## config.mk

```make
export PLATFORM = sky130hd
export DESIGN_NAME = debug_dm_ctrl_flat
export DESIGN_NICKNAME = d
export VERILOG_FILES = /design/src/rtl/debug_pkg.sv /design/src/rtl/debug_if.sv /design/src/rtl/debug_dm_ctrl.sv /design/src/flat_wrapper.sv
export SDC_FILE = /design/constraint.sdc
export NUM_CORES = 1
export LEC_CHECK = 0
export ABC_AREA = 1
export BUFFER_PORTS_ARGS = -buffer_cell sky130_fd_sc_hd__buf_4
export CAP_MARGIN = 20
export CORE_AREA = 5 5 125 127
export DETAILED_ROUTE_END_ITERATION = 16
export DIE_AREA = 0 0 130 132
export GPL_ROUTABILITY_DRIVEN = 0
export PLACE_DENSITY_LB_ADDON = 0.1
export SETUP_SLACK_MARGIN = 0.02
export SLEW_MARGIN = 5
export SYNTH_ARGS = -nofsm -noshare
export SYNTH_HDL_FRONTEND = slang
export SYNTH_SLANG_ARGS = --single-unit
```

## constraint.sdc

```tcl
create_clock -name clk -period 1.4 [get_ports clk]
set_input_delay 0.07 -clock clk [delete_from_list [all_inputs] [get_ports clk]]
set_output_delay 0.07 -clock clk [all_outputs]
set_load 0.005 [all_outputs]
```

## src/rtl/debug_pkg.sv

```systemverilog
// Shared constants and types for the debug module register/command engine.
package debug_pkg;

  localparam logic [6:0] ADDR_DATA0      = 7'h04;
  localparam logic [6:0] ADDR_DATA1      = 7'h05;
  localparam logic [6:0] ADDR_DMCONTROL  = 7'h10;
  localparam logic [6:0] ADDR_DMSTATUS   = 7'h11;
  localparam logic [6:0] ADDR_ABSTRACTCS = 7'h16;
  localparam logic [6:0] ADDR_COMMAND    = 7'h17;

  typedef enum logic [2:0] {
    CMDERR_NONE       = 3'd0,
    CMDERR_BUSY       = 3'd1,
    CMDERR_NOTSUP     = 3'd2,
    CMDERR_EXCEPTION  = 3'd3,
    CMDERR_HALTRESUME = 3'd4,
    CMDERR_BUS        = 3'd5
  } cmderr_e;

  localparam logic [7:0] CMDTYPE_ACCESS_REG = 8'd0;
  localparam logic [7:0] CMDTYPE_ACCESS_MEM = 8'd2;

  typedef enum logic {
    ST_IDLE = 1'b0,
    ST_EXEC = 1'b1
  } cmd_state_e;

  localparam int DMCONTROL_HALTREQ     = 31;
  localparam int DMCONTROL_RESUMEREQ   = 30;
  localparam int DMCONTROL_DMACTIVE    = 0;
  localparam int ABSTRACTCS_BUSY       = 12;
  localparam int ABSTRACTCS_CMDERR_LSB = 8;

  function automatic logic cmdtype_supported(input logic [7:0] cmdtype);
    return (cmdtype == CMDTYPE_ACCESS_REG) || (cmdtype == CMDTYPE_ACCESS_MEM);
  endfunction

endpackage

```

## src/rtl/debug_if.sv

```systemverilog
// Core-side debug interface: requests toward the core, completion back from it.
interface debug_if;
  logic        halt_req;
  logic        resume_req;
  logic        exec;
  logic [31:0] command;
  logic [31:0] data0_in;
  logic [31:0] data1_in;
  logic        halted;
  logic        done;
  logic        write;
  logic        bus;
  logic        haltresume;
  logic        exception;
  logic [31:0] data0_out;

  modport master (
    output halt_req, resume_req, exec, command, data0_in, data1_in,
    input  halted, done, write, bus, haltresume, exception, data0_out
  );

  modport slave (
    input  halt_req, resume_req, exec, command, data0_in, data1_in,
    output halted, done, write, bus, haltresume, exception, data0_out
  );
endinterface

```

## src/rtl/debug_dm_ctrl.sv

```systemverilog
// Debug Module register file and abstract-command engine: DMI slave, core-side master.
// state   | meaning
// ST_IDLE | no abstract command outstanding
// ST_EXEC | command handed to core, exec held until a non-resume done
module debug_dm_ctrl
  import debug_pkg::*;
#(
  parameter int unsigned DATACOUNT  = 2,
  parameter int unsigned DM_VERSION = 2
) (
  input  logic        clk,
  input  logic        rst_n,
  input  logic        dmi_req,
  input  logic        dmi_we,
  input  logic [6:0]  dmi_addr,
  input  logic [31:0] dmi_wdata,
  output logic [31:0] dmi_rdata,
  output logic        dmi_ack,
  debug_if.master     dbg
);

  cmd_state_e  state_q, state_d;
  cmderr_e     cmderr_q, cmderr_d;
  logic        dmactive_q, dmactive_d;
  logic        haltreq_q, haltreq_d;
  logic        resume_req_q, resume_req_d;
  logic        resumeack_q, resumeack_d;
  logic [31:0] command_q, command_d;
  logic [31:0] data0_q, data0_d;
  logic [31:0] data1_q, data1_d;
  logic [31:0] dmi_rdata_q, dmi_rdata_d;
  logic        dmi_ack_q, dmi_ack_d;
  logic        busy;
  logic [31:0] rd_mux;

  assign busy = (state_q == ST_EXEC);

  always_comb begin
    rd_mux = '0;
    case (dmi_addr)
      ADDR_DATA0:     rd_mux = data0_q;
      ADDR_DATA1:     rd_mux = data1_q;
      ADDR_COMMAND:   rd_mux = command_q;
      ADDR_DMCONTROL: begin
        rd_mux[DMCONTROL_HALTREQ]  = haltreq_q;
        rd_mux[DMCONTROL_DMACTIVE] = dmactive_q;
      end
      ADDR_DMSTATUS: begin
        rd_mux[3:0]   = 4'(DM_VERSION);
        rd_mux[7]     = 1'b1;
        rd_mux[9:8]   = {2{dbg.halted}};
        rd_mux[11:10] = {2{~dbg.halted}};
        rd_mux[17:16] = {2{resumeack_q}};
      end
      ADDR_ABSTRACTCS: begin
        rd_mux[ABSTRACTCS_BUSY]                = busy;
        rd_mux[ABSTRACTCS_CMDERR_LSB +: 3]     = cmderr_q;
        rd_mux[3:0]                            = 4'(DATACOUNT);
      end
      default: rd_mux = '0;
    endcase
  end

  always_comb begin
    state_d      = state_q;
    cmderr_d     = cmderr_q;
    dmactive_d   = dmactive_q;
    haltreq_d    = haltreq_q;
    resume_req_d = resume_req_q;
    resumeack_d  = resumeack_q;
    command_d    = command_q;
    data0_d      = data0_q;
    data1_d      = data1_q;
    dmi_ack_d    = dmi_req;
    dmi_rdata_d  = (dmi_req && !dmi_we) ? rd_mux : '0;

    if (dmi_req && dmi_we && dmi_addr == ADDR_DMCONTROL) begin
      dmactive_d = dmi_wdata[DMCONTROL_DMACTIVE];
      haltreq_d  = dmi_wdata[DMCONTROL_HALTREQ];
      if (dmi_wdata[DMCONTROL_RESUMEREQ] && !dmi_wdata[DMCONTROL_HALTREQ] && dbg.halted) begin
        resume_req_d = 1'b1;
        resumeack_d  = 1'b0;
      end
    end else if (dmi_req && dmi_we && dmactive_q) begin
      case (dmi_addr)
        ADDR_DATA0: begin
          if (busy) begin
            if (cmderr_q == CMDERR_NONE) cmderr_d = CMDERR_BUSY;
          end else data0_d = dmi_wdata;
        end
        ADDR_DATA1: begin
          if (busy) begin
            if (cmderr_q == CMDERR_NONE) cmderr_d = CMDERR_BUSY;
          end else data1_d = dmi_wdata;
        end
        ADDR_ABSTRACTCS:
          cmderr_d = cmderr_e'(cmderr_q & ~dmi_wdata[ABSTRACTCS_CMDERR_LSB +: 3]);
        ADDR_COMMAND: begin
          if (busy) begin
            if (cmderr_q == CMDERR_NONE) cmderr_d = CMDERR_BUSY;
          end else begin
            command_d = dmi_wdata;
            if (cmderr_q != CMDERR_NONE) begin
              // a pending error blocks new commands until software clears it
            end else if (!cmdtype_supported(dmi_wdata[31:24])) cmderr_d = CMDERR_NOTSUP;
            else if (!dbg.halted) cmderr_d = CMDERR_HALTRESUME;
            else state_d = ST_EXEC;
          end
        end
        default: ;
      endcase
    end

    if (dbg.done) begin
      if (dbg.haltresume) begin
        resume_req_d = 1'b0;
        resumeack_d  = 1'b1;
      end else if (state_q == ST_EXEC) begin
        state_d = ST_IDLE;
        if (dbg.exception) cmderr_d = dbg.bus ? CMDERR_BUS : CMDERR_EXCEPTION;
        else if (dbg.write) data0_d = dbg.data0_out;
      end
    end

    // an inactive DM holds everything but dmactive at reset, including an in-flight command
    if (!dmactive_d) begin
      state_d      = ST_IDLE;
      cmderr_d     = CMDERR_NONE;
      haltreq_d    = 1'b0;
      resume_req_d = 1'b0;
      resumeack_d  = 1'b0;
      command_d    = '0;
      data0_d      = '0;
      data1_d      = '0;
    end
  end

  always_ff @(posedge clk or negedge rst_n) begin
    if (!rst_n) begin
      state_q      <= ST_IDLE;
      cmderr_q     <= CMDERR_NONE;
      dmactive_q   <= 1'b0;
      haltreq_q    <= 1'b0;
      resume_req_q <= 1'b0;
      resumeack_q  <= 1'b0;
      command_q    <= '0;
      data0_q      <= '0;
      data1_q      <= '0;
      dmi_rdata_q  <= '0;
      dmi_ack_q    <= 1'b0;
    end else begin
      state_q      <= state_d;
      cmderr_q     <= cmderr_d;
      dmactive_q   <= dmactive_d;
      haltreq_q    <= haltreq_d;
      resume_req_q <= resume_req_d;
      resumeack_q  <= resumeack_d;
      command_q    <= command_d;
      data0_q      <= data0_d;
      data1_q      <= data1_d;
      dmi_rdata_q  <= dmi_rdata_d;
      dmi_ack_q    <= dmi_ack_d;
    end
  end

  assign dmi_rdata      = dmi_rdata_q;
  assign dmi_ack        = dmi_ack_q;
  assign dbg.halt_req   = haltreq_q;
  assign dbg.resume_req = resume_req_q;
  assign dbg.exec       = busy;
  assign dbg.command    = command_q;
  assign dbg.data0_in   = data0_q;
  assign dbg.data1_in   = data1_q;

endmodule

```

## src/flat_wrapper.sv

```systemverilog
// flat-port wrapper written by rule: the top's interface ports become plain ports
module debug_dm_ctrl_flat import debug_pkg::*;
#(
  parameter int unsigned DATACOUNT  = 2,
  parameter int unsigned DM_VERSION = 2
)
  (clk, rst_n, dmi_req, dmi_we, dmi_addr, dmi_wdata, dmi_rdata, dmi_ack, dbg_halt_req, dbg_resume_req, dbg_exec, dbg_command, dbg_data0_in, dbg_data1_in, dbg_halted, dbg_done, dbg_write, dbg_bus, dbg_haltresume, dbg_exception, dbg_data0_out);
  debug_if dbg_i ();
  input  logic clk;
  input  logic rst_n;
  input  logic dmi_req;
  input  logic dmi_we;
  input  logic [6:0] dmi_addr;
  input  logic [31:0] dmi_wdata;
  output logic [31:0] dmi_rdata;
  output logic dmi_ack;
  output wire logic [$bits(dbg_i.halt_req)-1:0] dbg_halt_req;
  output wire logic [$bits(dbg_i.resume_req)-1:0] dbg_resume_req;
  output wire logic [$bits(dbg_i.exec)-1:0] dbg_exec;
  output wire logic [$bits(dbg_i.command)-1:0] dbg_command;
  output wire logic [$bits(dbg_i.data0_in)-1:0] dbg_data0_in;
  output wire logic [$bits(dbg_i.data1_in)-1:0] dbg_data1_in;
  input wire logic [$bits(dbg_i.halted)-1:0] dbg_halted;
  input wire logic [$bits(dbg_i.done)-1:0] dbg_done;
  input wire logic [$bits(dbg_i.write)-1:0] dbg_write;
  input wire logic [$bits(dbg_i.bus)-1:0] dbg_bus;
  input wire logic [$bits(dbg_i.haltresume)-1:0] dbg_haltresume;
  input wire logic [$bits(dbg_i.exception)-1:0] dbg_exception;
  input wire logic [$bits(dbg_i.data0_out)-1:0] dbg_data0_out;
  assign dbg_halt_req = dbg_i.halt_req;
  assign dbg_resume_req = dbg_i.resume_req;
  assign dbg_exec = dbg_i.exec;
  assign dbg_command = dbg_i.command;
  assign dbg_data0_in = dbg_i.data0_in;
  assign dbg_data1_in = dbg_i.data1_in;
  assign dbg_i.halted = dbg_halted;
  assign dbg_i.done = dbg_done;
  assign dbg_i.write = dbg_write;
  assign dbg_i.bus = dbg_bus;
  assign dbg_i.haltresume = dbg_haltresume;
  assign dbg_i.exception = dbg_exception;
  assign dbg_i.data0_out = dbg_data0_out;
  debug_dm_ctrl #(.DATACOUNT(DATACOUNT), .DM_VERSION(DM_VERSION)) u_core (.clk(clk), .rst_n(rst_n), .dmi_req(dmi_req), .dmi_we(dmi_we), .dmi_addr(dmi_addr), .dmi_wdata(dmi_wdata), .dmi_rdata(dmi_rdata), .dmi_ack(dmi_ack), .dbg(dbg_i));
endmodule
```

; ---- After elaboration in Yosys (flattened, before gate mapping)
; Cells that the tools add are included.
[op_classes]
eq_ne = 13
muxes = 70
bitwise_logic = 3
n_reduce_logical = 16
[op_table]
columns = operator, count
row1 = 32-bit two-way mux, 20
row2 = 3-bit two-way mux, 14
row3 = 13-bit case mux with 3 select lines, 1
row4 = 7-bit by 5-bit == test with 1-bit output (second input constant), 4
row5 = 3-bit case mux with 3 select lines, 3
row6 = 1-bit two-way mux, 24
row7 = 1-bit case mux with 4 select lines, 5
row8 = 3-bit case mux with 5 select lines, 1
row9 = 7-bit by 3-bit == test with 1-bit output (second input constant), 2
row10 = 2-bit inequality test (second input constant), 6
row11 = 3-bit case mux with 4 select lines, 1
row12 = 8-bit by 2-bit == test with 1-bit output (second input constant), 1
row13 = 8-bit zero test, 1
row14 = 2-bit case mux with 4 select lines, 1
row15 = 4-bit AND reduction, 2
row16 = 1-bit logical AND, 6
row17 = 2-bit OR reduction, 2
row18 = 3-bit AND, 1
row19 = 3-bit zero test, 1
row20 = 3-bit NOT, 1
row21 = 3-bit nonzero test, 1
row22 = 1-bit zero test, 2
row23 = 1-bit logical OR, 1
row24 = 1-bit NOT, 1
[totals]
ff_bits = 137
inputBits = 81
wordCells = 113

; ---- Depth between registers and ports, before layout
[logic_depth]
ltp_word = 13
ltp_mapped = 11
mapped_depth_nobuf = 11

; ---- Worst setup path after synthesis
; OpenSTA, ideal clock, no wires.
[synth_path]
path_type = register to register
start = reg u_core.dmactive_q
end = reg u_core.data1_q[31] (netlist: u_core.dbg.data1_in[31])
setup_time_ps = 122
arrival_ps = 1330
required_time_ps = 1278
path_slack_ps = -52
path_stages_with_launch = 9
n_path_buf = 1
synth_period_minus_slack_ps = 1452
cell_sequence = dfrtp_1 inv_2 nor2_1 inv_1 nor3_1 nor2_4 buf_4 nand2_1 o21ai_1
[synth_between]
elab_chain_cells = 3
elab_cells_between_ends = 8
cone_classes = 4 x eq/ne / 2 x mux / 2 x reduce/logical
[synth_lines]
columns = element, line
row1 = "start, declared", debug_dm_ctrl.sv:24  ; logic dmactive_q, dmactive_d;
row2 = "start signal, assigned", debug_dm_ctrl.sv:154  ; dmactive_q <= dmactive_d;
row3 = 1-bit two-way mux or 1-bit logical AND (tied branches), "debug_dm_ctrl.sv:77, debug_dm_ctrl.sv:84"
row4 = 2-bit inequality test (no line), --
row5 = 4-bit AND reduction (no line), --
row6 = "end signal, assigned", debug_dm_ctrl.sv:160  ; data1_q <= data1_d;
row7 = "end, declared", debug_dm_ctrl.sv:30  ; logic [31:0] data1_q, data1_d;
; Parallel ways exist; a longest one is shown, timed or not.
; A chain may end at the register's enable or synchronous reset.

; ---- Worst setup path after layout
[layout_path]
start = reg u_core.dmactive_q
end = reg u_core.command_q[10] (netlist: u_core.dbg.command[10])
[layout_between]
elab_chain_cells = 3
elab_cells_between_ends = 8
cone_classes = 4 x eq/ne / 2 x mux / 2 x reduce/logical
[layout_lines]
columns = element, line
row1 = 1-bit two-way mux or 1-bit logical AND (tied branches), "debug_dm_ctrl.sv:77, debug_dm_ctrl.sv:84"
row2 = 2-bit inequality test (no line), --
row3 = 4-bit AND reduction (no line), --
row4 = "end signal, assigned", debug_dm_ctrl.sv:158  ; command_q <= command_d;
row5 = "end, declared", debug_dm_ctrl.sv:28  ; logic [31:0] command_q, command_d;
; Parallel ways exist; a longest one is shown, timed or not.

==> flow_summary.toml <==
[flow_run]
drv_cap = 0

[timing]
fin_crit_ps = 1410
layout_setup_ws_ps = -5.41
worst_slew_margin_rel = 0.603
skew_ps = 14.9
period_share = 1.00
setup_violations = 5
rsz0062_at_grt = "true"
fmax_mhz = 712
worst_pin_slew_ps = 589
hold_violations = 0
setup_tns_ps = -12.7
maxSlewViolCount = 0

[clock_tree]
clock_path_buffers = 2
cts_buffers = 17
htreeDepth = 4
clk_pin_slew_worst_paths_ps = 60
clk_latency_ps = 430
clockRootBuffer = "clkbuf_16"
cts_tree = "yes"
numClockSinks = 137

[critical_path]
crit_required_ps = 1750
endpoint_kind = "register"
crit_chain = "inv_2, nor2_4, inv_2, nor3_2, buf_4, nor2_4, buf_12, nand2_1, o21ai_1"
cp_slowest_cell = "dfrtp_1"
reg2reg_depth = 9
arrival_ps = 1750
worst-setup-path-type = "register to register"
cp-start-kind = "register"
crit_fanout = 34
slowest_delay_ps = 400

[drt]
route.met3.wl_microns = 1840
dr.first_iter.drc_count = 364
ant_nets = 0
wire_per_inst_microns = 17.0
dr_wl_met2_microns = 10500
drcViolationCount = 0
vias = 6582
wirelength_microns = 22100
via_per_inst = 5.06
dr.pass1.iters = 5
routed.top_layer = "met4"
drt-met1-wl_microns = 9230

[finish]
nets = 1185
multiInputGateArea_sq_um = 2500
regArea_sq_um = 3430
n_fill_cell = 1113
area_delta_synth_final_pct = 59.3
layout-drive-gt1-share = 0.303
fin_area_sq_um = 10100
antenna_cells = 0

[die]
die_x_microns = 130
design.core.area_sq_um = 14300
io_pins = 213
die_h_microns = 132
die_area_sq_um = 17200
initial_core_util = 0.443
std_cell_rows = 44

[synthesis]
yosysUniqueCellTypes = 27
syn_inst = 781
ys_async_sr_fraction = 1.00
synth_edf_count = 0
yosys_warnings = 0
syn_nets = 862
netlist_top_cells_area = "dfrtp_1 54%, nand2_1 15%, o21ai_1 5.9%"
ys_ff_latch = 137
synth_area_sq_um = 6340
yosysTopAreaCell = "dfrtp_1"
synthTopCellsByCount = "249 x nand2_1, 137 x dfrtp_1, 78 x inv_1"
syn_area_per_cell_sq_um = 8.12
yosysMostFrequentCell = "nand2_1"
synth-main-ff-cell = "dfrtp_1"
seq_area_frac_synth = 0.540
synthDominantCellAreaShare = 0.540

[power]
power.leakage_uw = 0.00516
ir_drop_mv = 0.848
p_per_area_nw_per_um2 = 936

[global_route]
grt_max_degree = 46
grt_pass1_vias = 6773
grt_pass1_wl_microns = 34800
antenna_found_initial = 0
overflow = 0
grt.total_usage = 0.261

[place]
portBuffers = 212
placed_area_sq_um = 8680
hpwl_microns = 15200

[run_status]
violations = "negative setup slack"
outcome = "finished with violations"

[worst_hold_path]
worstHoldPathType = "primary input to register"
hold_path_depth = 5
-- cell usage in the layout (no fill, tap or decap), drive strengths merged --
master and instances:
mux2i 7, a31oi 4, o21ai 137, nand4 3
dfrtp 137, a221oi 3, dlygate4sd3 69, a41oi 2
clkinvlp 3, a211oi 3, nand2 249, nor4 1
nor2 39, a21oi 38, clkbuf 23, inv 82
clkinv 3, bufinv 2, buf 277, nand3 7
o211ai 18, nor3 10
-- final cells by class --
class                      count  area share
sequential                   137       0.339
multi-input combinational    521       0.247
inverter                      81      0.0301
clock inverter                 9      0.0113
tap                          184      0.0228
timing repair buffer         346       0.302
clock buffer                  23      0.0473
-- power breakdown --
group,switching [uW],internal (uW)
clock,1710,2770
sequential,51.8,4020
combinational,436,477
total,2200,7260
-- metal layers --
metal / track usage / vias up
met5: 0 / -
met4: 0.0999 / 0
met3: 0.0689 / 43
met2: 0.415 / 285
met1: 0.342 / 3081
li1: - / 3173
-- per-stage QoR --
stage	worst slack, ps	instances	total power, uW	hold WS, ps	util
global route	-110	1301	9810	94.4	0.706
CTS	10.4	1300	9530	61.4	0.702
floorplan	-51.6	781	4340	-226	-
detailed placement	-118	1196	4880	50.6	0.606
global placement	-142	1196	4870	51.6	0.606
finish	-5.41	1301	9460	85.2	0.706
-- worst max-delay path, delay by kind of cell (launching register included) --
family	cells	cell delay, ps
buf+inv	4	510
flops	1	400
simple gates	4	320
compound gates	1	90
-- kinds of logic (layout without fill, tap and decap cells) --
family,Yosys count,in the layout,share of synthesized area
buffers and inverters,123,459,0.0807
and+or+nand+nor,309,309,0.193
AOI/OAI and AO/OA,205,205,0.174
DFF,137,137,0.540
muxes,7,7,0.0110
-- flip-flops by register name, indices dropped and copies added (netlist names) --
name and cells:
u_core.cmderr_q 3, u_core.dbg.command 32, u_core.dbg.data0_in 32, u_core.dbg.data1_in 32
u_core.dbg.exec 1, u_core.dbg.halt_req 1, u_core.dbg.resume_req 1, u_core.dmactive_q 1
u_core.dmi_ack 1, u_core.dmi_rdata 32, u_core.resumeack_q 1
-- what timing repair did --
item	CTS	global route
setup endpoints to repair	96	100
pin swaps	2	2
hold endpoints to repair	237	0
hold buffers	69	0
gates resized for setup	16	31
buffers inserted	2	1
gates cloned	1	0
-- path summary, 6_finish.rpt --
path	end	start	slack, ps
min	u_core.dmi_rdata[9]	dbg_halted	90
max	u_core.dbg.command[10]	u_core.dmactive_q	-5
max reg2reg	u_core.dbg.command[10]	u_core.dmactive_q	-5
max in group asynchronous	u_core.dbg.data0_in[5]	rst_n	670
min reg2reg	u_core.dbg.command[17]	u_core.dbg.command[17]	510
min in group asynchronous	u_core.dmactive_q	rst_n	170
Power figures use the tool's default switching activity.
